$ cat src/rtl/tmds_encode_if.sv
// -----------------------------------------------------------------------------
// tmds_encode_if
// Pixel-side bundle for one TMDS encoder channel.
//   i_vde   : 1 = video data period, 0 = control period
//   i_ctrl  : {c1, c0} control bits (blue channel: {vsync, hsync})
//   i_data  : 8-bit pixel component
//   o_tmds  : 10-bit encoded word, bit 0 serialized first
// master drives the pixel stream and receives the word; slave is the encoder.
// -----------------------------------------------------------------------------
interface tmds_encode_if;
   logic       i_vde;
   logic [1:0] i_ctrl;
   logic [7:0] i_data;
   logic [9:0] o_tmds;

   modport master (output i_vde, output i_ctrl, output i_data, input o_tmds);
   modport slave  (input i_vde, input i_ctrl, input i_data, output o_tmds);
endinterface

$ cat src/rtl/tmds_encode.sv
// -----------------------------------------------------------------------------
// tmds_encode
// DVI/HDMI TMDS 8b/10b encoder for one channel with running-disparity
// DC balance. Fixed three-register pipeline: inputs sampled at edge k show
// up on o_tmds after edge k+2. One word per clock, no handshake.
// Ports:
//   clk   : pixel clock, rising edge
//   rstn  : asynchronous active-low reset (output forced to control token 00)
//   bus   : tmds_encode_if.slave (i_vde, i_ctrl, i_data in; o_tmds out)
// -----------------------------------------------------------------------------
module tmds_encode (
   input logic          clk,
   input logic          rstn,
   tmds_encode_if.slave bus
);

   localparam logic [9:0] TOK_00 = 10'b1101010100;
   localparam logic [9:0] TOK_01 = 10'b0010101011;
   localparam logic [9:0] TOK_10 = 10'b0101010100;
   localparam logic [9:0] TOK_11 = 10'b1010101011;

   function automatic logic [3:0] ones8(input logic [7:0] v);
      logic [3:0] n;
      n = 4'd0;
      for (int i = 0; i < 8; i++) n = n + {3'd0, v[i]};
      return n;
   endfunction

   // Transition-minimised 9-bit word; bit 8 = 1 marks the XOR chain.
   function automatic logic [8:0] trans_min(input logic [7:0] d);
      logic [3:0] n1d;
      logic       use_xnor;
      logic [8:0] q;
      n1d      = ones8(d);
      use_xnor = (n1d > 4'd4) || ((n1d == 4'd4) && !d[0]);
      q        = '0;
      q[0]     = d[0];
      for (int i = 1; i < 8; i++)
         q[i] = use_xnor ? ~(q[i-1] ^ d[i]) : (q[i-1] ^ d[i]);
      q[8] = ~use_xnor;
      return q;
   endfunction

   logic [8:0]        qm_p0;
   logic              vde_p0;
   logic [1:0]        ctrl_p0;

   logic [8:0]        qm_p1;
   logic [3:0]        n1q_p1;
   logic [3:0]        n0q_p1;
   logic              vde_p1;
   logic [1:0]        ctrl_p1;

   logic [9:0]        tmds_q;
   logic signed [4:0] cnt;

   logic [9:0]        tmds_d;
   logic signed [4:0] cnt_d;
   logic signed [4:0] diff;
   logic [7:0]        qm_lo;
   logic              qm8;

   assign qm_lo = qm_p1[7:0];
   assign qm8   = qm_p1[8];
   // n1q - n0q, both 0..8, so it fits a 5-bit signed value.
   assign diff  = $signed({1'b0, n1q_p1}) - $signed({1'b0, n0q_p1});

   // ---- stage 3: DC balance / control token selection ----
   always_comb begin
      tmds_d = TOK_00;
      cnt_d  = '0;
      if (!vde_p1) begin
         case (ctrl_p1)
            2'b00:   tmds_d = TOK_00;
            2'b01:   tmds_d = TOK_01;
            2'b10:   tmds_d = TOK_10;
            default: tmds_d = TOK_11;
         endcase
         cnt_d = '0;
      end else if ((cnt == 5'sd0) || (n1q_p1 == n0q_p1)) begin
         tmds_d = {~qm8, qm8, (qm8 ? qm_lo : ~qm_lo)};
         cnt_d  = qm8 ? (cnt + diff) : (cnt - diff);
      end else if ((!cnt[4] && (n1q_p1 > n0q_p1)) || (cnt[4] && (n0q_p1 > n1q_p1))) begin
         // cnt is nonzero here, so the sign bit alone distinguishes >0 from <0.
         tmds_d = {1'b1, qm8, ~qm_lo};
         cnt_d  = cnt + (qm8 ? 5'sd2 : 5'sd0) - diff;
      end else begin
         tmds_d = {1'b0, qm8, qm_lo};
         cnt_d  = cnt + diff - (qm8 ? 5'sd0 : 5'sd2);
      end
   end

   always_ff @(posedge clk or negedge rstn) begin
      if (!rstn) begin
         qm_p0   <= '0;
         vde_p0  <= 1'b0;
         ctrl_p0 <= 2'b00;
         qm_p1   <= '0;
         n1q_p1  <= '0;
         n0q_p1  <= '0;
         vde_p1  <= 1'b0;
         ctrl_p1 <= 2'b00;
         tmds_q  <= TOK_00;
         cnt     <= '0;
      end else begin
         // ---- stage 1: transition minimisation ----
         qm_p0   <= trans_min(bus.i_data);
         vde_p0  <= bus.i_vde;
         ctrl_p0 <= bus.i_ctrl;
         // ---- stage 2: ones/zeros count of qm[7:0] ----
         qm_p1   <= qm_p0;
         n1q_p1  <= ones8(qm_p0[7:0]);
         n0q_p1  <= 4'd8 - ones8(qm_p0[7:0]);
         vde_p1  <= vde_p0;
         ctrl_p1 <= ctrl_p0;
         // ---- stage 3 register: output word and running disparity ----
         tmds_q  <= tmds_d;
         cnt     <= cnt_d;
      end
   end

   assign bus.o_tmds = tmds_q;

endmodule
$ cat src/flat_wrapper.sv
// flat-port wrapper written by rule: the top's interface ports become plain ports
module tmds_encode_flat 
  (clk, rstn, bus_i_vde, bus_i_ctrl, bus_i_data, bus_o_tmds);
  tmds_encode_if bus_i ();
  input logic clk;
  input logic rstn;
  input wire logic [$bits(bus_i.i_vde)-1:0] bus_i_vde;
  input wire logic [$bits(bus_i.i_ctrl)-1:0] bus_i_ctrl;
  input wire logic [$bits(bus_i.i_data)-1:0] bus_i_data;
  output wire logic [$bits(bus_i.o_tmds)-1:0] bus_o_tmds;
  assign bus_i.i_vde = bus_i_vde;
  assign bus_i.i_ctrl = bus_i_ctrl;
  assign bus_i.i_data = bus_i_data;
  assign bus_o_tmds = bus_i.o_tmds;
  tmds_encode u_core (.clk(clk), .rstn(rstn), .bus(bus_i));
endmodule
$ cat config.mk
export PLATFORM = sky130hd
export DESIGN_NAME = tmds_encode_flat
export DESIGN_NICKNAME = d
export VERILOG_FILES = /design/src/rtl/tmds_encode_if.sv /design/src/rtl/tmds_encode.sv /design/src/flat_wrapper.sv
export SDC_FILE = /design/constraint.sdc
export NUM_CORES = 1
export LEC_CHECK = 0
export CAP_MARGIN = 20
export CORE_MARGIN = 3
export CORE_UTILIZATION = 60
export CTS_BUF_LIST = sky130_fd_sc_hd__clkbuf_4 sky130_fd_sc_hd__clkbuf_8
export CTS_CLUSTER_SIZE = 16
export DETAILED_ROUTE_END_ITERATION = 12
export PLACE_DENSITY = 0.82
export SYNTH_ARGS = -nofsm -noshare
export SYNTH_HDL_FRONTEND = slang
export SYNTH_SLANG_ARGS = --single-unit
$ cat constraint.sdc
create_clock -name clk -period 6.6 [get_ports clk]
set_clock_uncertainty 0.1 [all_clocks]
set_input_delay 1.32 -clock clk [delete_from_list [all_inputs] [get_ports clk]]
set_output_delay 1.32 -clock clk [all_outputs]
set_load 0.1 [all_outputs]
==> impl_metrics.ini, run 1 <==
[run_status]
status = finished, final reports clean

[global_route]
grt_max_degree = 46
grt_usage_pct = 19.16
grt_first_pass_wirelength_mm = 9.018
antenna_found_initial = 0
grt_pass1_vias = 2039
overflow = 0

[finish]
syn_to_final_growth_pct = 10.90
stdcell_area_um2 = 3283
final_layout_size_suffix_gt1_share_pct = 9.901
n_antenna_cell = 0
nNetsFinal = 354
fin_util_pct = 71.93
nFillCells = 325

[routing]
vias = 2056
firstDrtPassIters = 4
drtIter0Drc = 151
drt_wl_total_mm = 5.038
ant_nets = 0
vias_per_cell = 5.587
drc_errors = 0
post_drt_wl_per_cell_um = 13.69

[timing]
maxSlewViolCount = 0
hold_violations = 0
worst_pin_slew_ns = 0.9692
timing.setup.tns_ns = 0
setup_viol = 0
post-route-min-period_ns = 4.820
max_freq_mhz = 207.5
hold_ws_ns = 0.2553
post-route-period-util_pct = 73.03
maxSlewHeadroom_pct = 35.18
rsz0062_at_grt = false

[synthesis]
synthTopCellsByArea = dfrtp_1 (34%), ha_1 (11%), fa_1 (8.1%)
synth.avg_cell_area_um2 = 10.54
syn_area_um2 = 2960
syn_inst = 281
yosysWarnings = 0
yosysTopAreaCellShare_pct = 33.81
ys_types = 47
synth-edff-count = 0
syn-num-nets = 333
netlist.top_cell.by_area = dfrtp_1
synthArstFlopShare_pct = 100.0
yosysSeqAreaShare_pct = 38.25
synthFlopType = dfrtp_1
ys_ff_latch = 45

[critical_path]
crit_fanout = 5
crit_slowest_cell = fa_1
cpMostUsedCell = fa_1
cp.required_ns = 6.68
cpPeakStageDelay_ns = 0.50
cp-end-kind = flip-flop
start_kind = input pin
path_cells = clkdlybuf4s50_1 > ha_1 > inv_1 > fa_1 > fa_1 > inv_1 > fa_1 > fa_1 > nor3b_1 > o22ai_1 > xnor2_1 > xnor2_1
crit_arrival_ns = 4.90
crit_type = input pin to flip-flop

[floorplanning]
die_area_um2 = 5813
die_w_um = 76.24
ios = 23
die_y_um = 76.24
rows = 24
start_util_pct = 64.86
core_um2 = 4564

[placement]
routabilityCongestion = 0.8198
dp_hpwl_mm = 3.875
placed_area_um2 = 3193
portBuffers = 22

[clocking]
cts_setup_buffers = 0
cts_buffers = 5
clk-insertion-delay-late_ns = 0.30
htreeDepth = 2
cts_resized = 0
cts_num_sinks = 45
clk_pin_slew_ns = 0.08
cts-root-buf = clkbuf_8
clk_path_buf_depth = 2
postCtsHoldBufs = 0
cts_tree = built

[job]
max_cap_viol_count = 0

[min_path]
min_path_type = flip-flop to flip-flop
[per-stage QoR]
| step | worst slack [ns] | std cells |
|---|---|---|
| final | 1.780 | 368 |
| after global routing | 1.592 | 368 |
| after CTS | 1.743 | 368 |
| after detailed placement | 1.419 | 360 |
| after global placement | 1.551 | 360 |
| after floorplan | 2.146 | 281 |
[area by class of cell]
class	instances	area [um^2]	area share, %
clock inverter	3	21.27	0.6479
multi-input combinational	182	1584	48.25
sequential	45	1132	34.49
timing repair buffer	24	230.2	7.012
inverter	44	165.2	5.030
clock buffer	5	68.82	2.096
tap	65	81.33	2.477
[routing by layer]
layer | wire (um) | GRT usage, % | up-vias
met2 | 2485 | 32.34 | 39
met3 | 167 | 3.783 | 7
met4 | 76 | 6.884 | 0
li1 | - | - | 1026
met5 | 0 | 0 | -
met1 | 2308 | 24.51 | 984
[sequential cells by signal, summed over array words and instances (netlist names)]
| name | count |
|---|---|
| u_core.bus.o_tmds | 10 |
| u_core.cnt | 5 |
| u_core.ctrl_p0 | 2 |
| u_core.ctrl_p1 | 2 |
| u_core.n0q_p1 | 3 |
| u_core.n1q_p1 | 3 |
| u_core.qm_p0 | 9 |
| u_core.qm_p1 | 9 |
| u_core.vde_p0 | 1 |
| u_core.vde_p1 | 1 |
[layout by cell type (no fill, tap or decap), drive strengths merged, types with 9 or more instances in the layout]
cell type      instances
o21ai                 14
nand4b                 9
a21oi                 14
dfrtp                 40
clkdlybuf4s50         21
ha                    27
fa                    12
inv                   45
or4                   10
xnor2                 17
o2111ai               10
[final timing paths]
path / startpoint / to / slack (ns) / depth (start not counted)
setup / recovery: bus_i_data[0] / u_core.qm_p0[7]$_DFF_PN0_ / 1.78 / 12
hold reg to reg: u_core.ctrl_p0[1]$_DFF_PN0_ / u_core.ctrl_p1[1]$_DFF_PN0_ / 0.26 / 0
min in group asynchronous: rstn / u_core.cnt[3]$_DFF_PN0_ / 1.06 / 1
max in group asynchronous: rstn / u_core.n1q_p1[1]$_DFF_PN0_ / 4.75 / 1
setup reg to reg: u_core.qm_p0[0]$_DFF_PN0_ / u_core.n0q_p1[3]$_DFF_PN0_ / 3.29 / 9
hold / removal: u_core.ctrl_p0[1]$_DFF_PN0_ / u_core.ctrl_p1[1]$_DFF_PN0_ / 0.26 / 0
[logic make-up (layout without fill, tap and decap cells)]
kind of cell | after synthesis | after routing | share of synthesized area (%)
adders and majority gates | 39 | 39 | 19.53
xor gates and xnor gates | 20 | 20 | 5.917
buffers and inverters | 54 | 76 | 8.242
DFF | 45 | 45 | 38.25
AOI/OAI and AO/OA | 58 | 58 | 13.69
muxes | 1 | 1 | 0.3804
and+or+nand+nor | 64 | 64 | 13.99
[cell usage after synthesis, types with 2 or more instances]
library cell and number:
nor3_1 5, buf_2 3, o21a_1 3, nand4b_1 9, nand2_1 8, a211oi_1 4, o211a_1 3, nor2_1 5
dfrtp_1 40, nand2b_1 8, or4_2 8, dfstp_2 5, nand4_1 8, o2111ai_1 10, nand3_1 2, xor2_1 3
a21oi_1 14, inv_1 44, fa_1 12, o21ai_0 13, nor2b_1 2, xnor2_1 17, clkbuf_8 3, clkbuf_1 3
ha_1 27
[critical path, delay by kind of cell]
kind	cells	cell delay (ns)
AO/OA/AOI/OAI	1	0.49
XOR/XNOR	2	0.30
adder cells (fa/ha/maj)	5	2.14
buffers and inverters	3	0.59
AND/OR/NAND/NOR	1	0.05
Power of run 1 is not shown: default switching activity piles up to over one toggle a cycle in this logic, so the estimate is an artifact.
==> run 2: changes to the inputs <==
==> constraint.sdc (replaced) <==
create_clock -name clk -period 4.54 [get_ports clk]
set_clock_uncertainty 0.1 [all_clocks]
set_input_delay 0.908 -clock clk [delete_from_list [all_inputs] [get_ports clk]]
set_output_delay 0.908 -clock clk [all_outputs]
set_load 0.1 [all_outputs]
==> run 2 against run 1 <==
Against the previous run:
- core utilization grew 1.3 points
- worst hold slack better by 0.00069 ns
- cell count increased by 0.54%
- sequential share of layout area shrank 0.59 points
==> impl_metrics.ini, run 2 (synthesized netlist as in run 1, its figures left out) <==
[finish]
nNetsFinal = 356
final_layout_size_suffix_gt1_share_pct = 10.82
final_cell_mix = inv_1 (44), dfrtp_1 (40), ha_1 (27)
largest_register_ffs = 10
nFillCells = 353
syn_to_final_growth_pct = 12.85
mostFrequentLayoutCell = inv_1
n_antenna_cell = 0

[timing]
setup_viol = 0
rsz0062_at_grt = false
maxSlewHeadroom_pct = 35.10
worst_pin_slew_ns = 0.9704
timing.setup.tns_ns = 0
post-route-min-period_ns = 4.355
post-route-period-util_pct = 95.92
max_freq_mhz = 229.6
maxSlewViolCount = 0
hold_violations = 0

[routing]
firstDrtPassIters = 4
ant_nets = 0
vias_per_cell = 5.735
drt_wl_total_mm = 5.506
vias = 2122
drtIter0Drc = 183
drc_errors = 0
post_drt_wl_per_cell_um = 14.88

[critical_path]
start_kind = input pin
r2r-end = u_core.n0q_p1[3]$_DFF_PN0_
cp_num_buf_inv = 4
cpLargestDelayFamily = adder cells
r2r_start = u_core.qm_p0[0]$_DFF_PN0_
path_cells = clkdlybuf4s50_1 > ha_1 > inv_1 > fa_1 > fa_1 > inv_1 > fa_1 > fa_1 > nor3b_2 > o22ai_1 > buf_4 > xnor2_1 > xnor2_1
reg2reg_slack_ns = 1.20
cp.required_ns = 4.65
r2r_cells = 9
crit_slowest_cell = fa_1
cpMostUsedCell = fa_1
cp-end-kind = flip-flop
crit_arrival_ns = 4.46
cpPeakStageDelay_ns = 0.50
crit_type = input pin to flip-flop
crit_fanout = 5

[placement]
portBuffers = 22
routabilityCongestion = 0.8309
dp_hpwl_mm = 4.154

[clocking]
clk-insertion-delay-late_ns = 0.29
htreeDepth = 2
cts_buffers = 5
clk_pin_slew_ns = 0.09
cts_setup_buffers = 0
cts-root-buf = clkbuf_8
clk_path_buf_depth = 2
cts_num_sinks = 45
cts_tree = built

[global_route]
overflow = 0
antenna_found_initial = 0
grt_max_degree = 46
grt_first_pass_wirelength_mm = 9.832
grt_usage_pct = 20.69
grt_pass1_vias = 2117

[min_path]
min_to = u_core.ctrl_p1[0]$_DFF_PN0_
min_path_cells = 0
holdCritStartpoint = u_core.ctrl_p0[0]$_DFF_PN0_
min_path_type = flip-flop to flip-flop

[floorplanning]
die_area_um2 = 5813
start_util_pct = 64.86
ios = 23
die_y_um = 76.24
core_um2 = 4564
rows = 24
die_w_um = 76.24

[run_status]
status = finished, final reports clean

[job]
max_cap_viol_count = 0
[run 2: worst max-delay path by stage]
stage | depth (start not counted) | startpoint | end
finish | 13 | bus_i_data[0] | u_core.qm_p0[7]$_DFF_PN0_
global route | 13 | bus_i_data[0] | u_core.qm_p0[7]$_DFF_PN0_
CTS | 13 | bus_i_data[0] | u_core.qm_p0[7]$_DFF_PN0_
detailed placement | 13 | bus_i_data[0] | u_core.qm_p0[7]$_DFF_PN0_
global placement | 13 | bus_i_data[0] | u_core.qm_p0[7]$_DFF_PN0_
floorplan | 11 | bus_i_data[0] | u_core.qm_p0[7]$_DFF_PN0_
[run 2: final cells by class]
cell class	count	area, um^2	share of cell area (%)
multi-input combinational	182	1589	47.57
tap	65	81.33	2.434
timing repair buffer	26	257.7	7.715
sequential	45	1132	33.90
clock buffer	6	76.32	2.285
inverter	44	165.2	4.944
clock inverter	2	38.79	1.161
[run 2: per-layer routing]
layer  global-route usage [%]  vias up  wire length [um]
met3                    3.783        8               200
met1                    26.86     1033              2381
li1                         -     1026                 -
met4                    6.522        0                91
met2                    35.15       55              2832
met5                        0        -                 0
[run 2: timing repair]
item,CTS,global route
hold buffers,0,0
resized for setup,0,1
endpoints found under the setup margin,0,1
[run 2: stage by stage]
step / hold WS [ns] / std cells / cell area [um^2] / util [%] / setup slack (ns)
final: 0.2560 / 370 / 3341 / 73.19 / 0.1851
after global routing: 0.2671 / 370 / 3341 / 73.19 / 0.01800
after CTS: 0.2616 / 369 / 3316 / 72.64 / 0.1314
after detailed placement: 0.2411 / 361 / 3201 / 70.12 / -0.1703
after global placement: 0.2324 / 361 / 3201 / 70.12 / 0.03445
after floorplan: 0.2312 / 281 / 2960 / - / 0.4979
Power of run 2 is left out for the same reason.
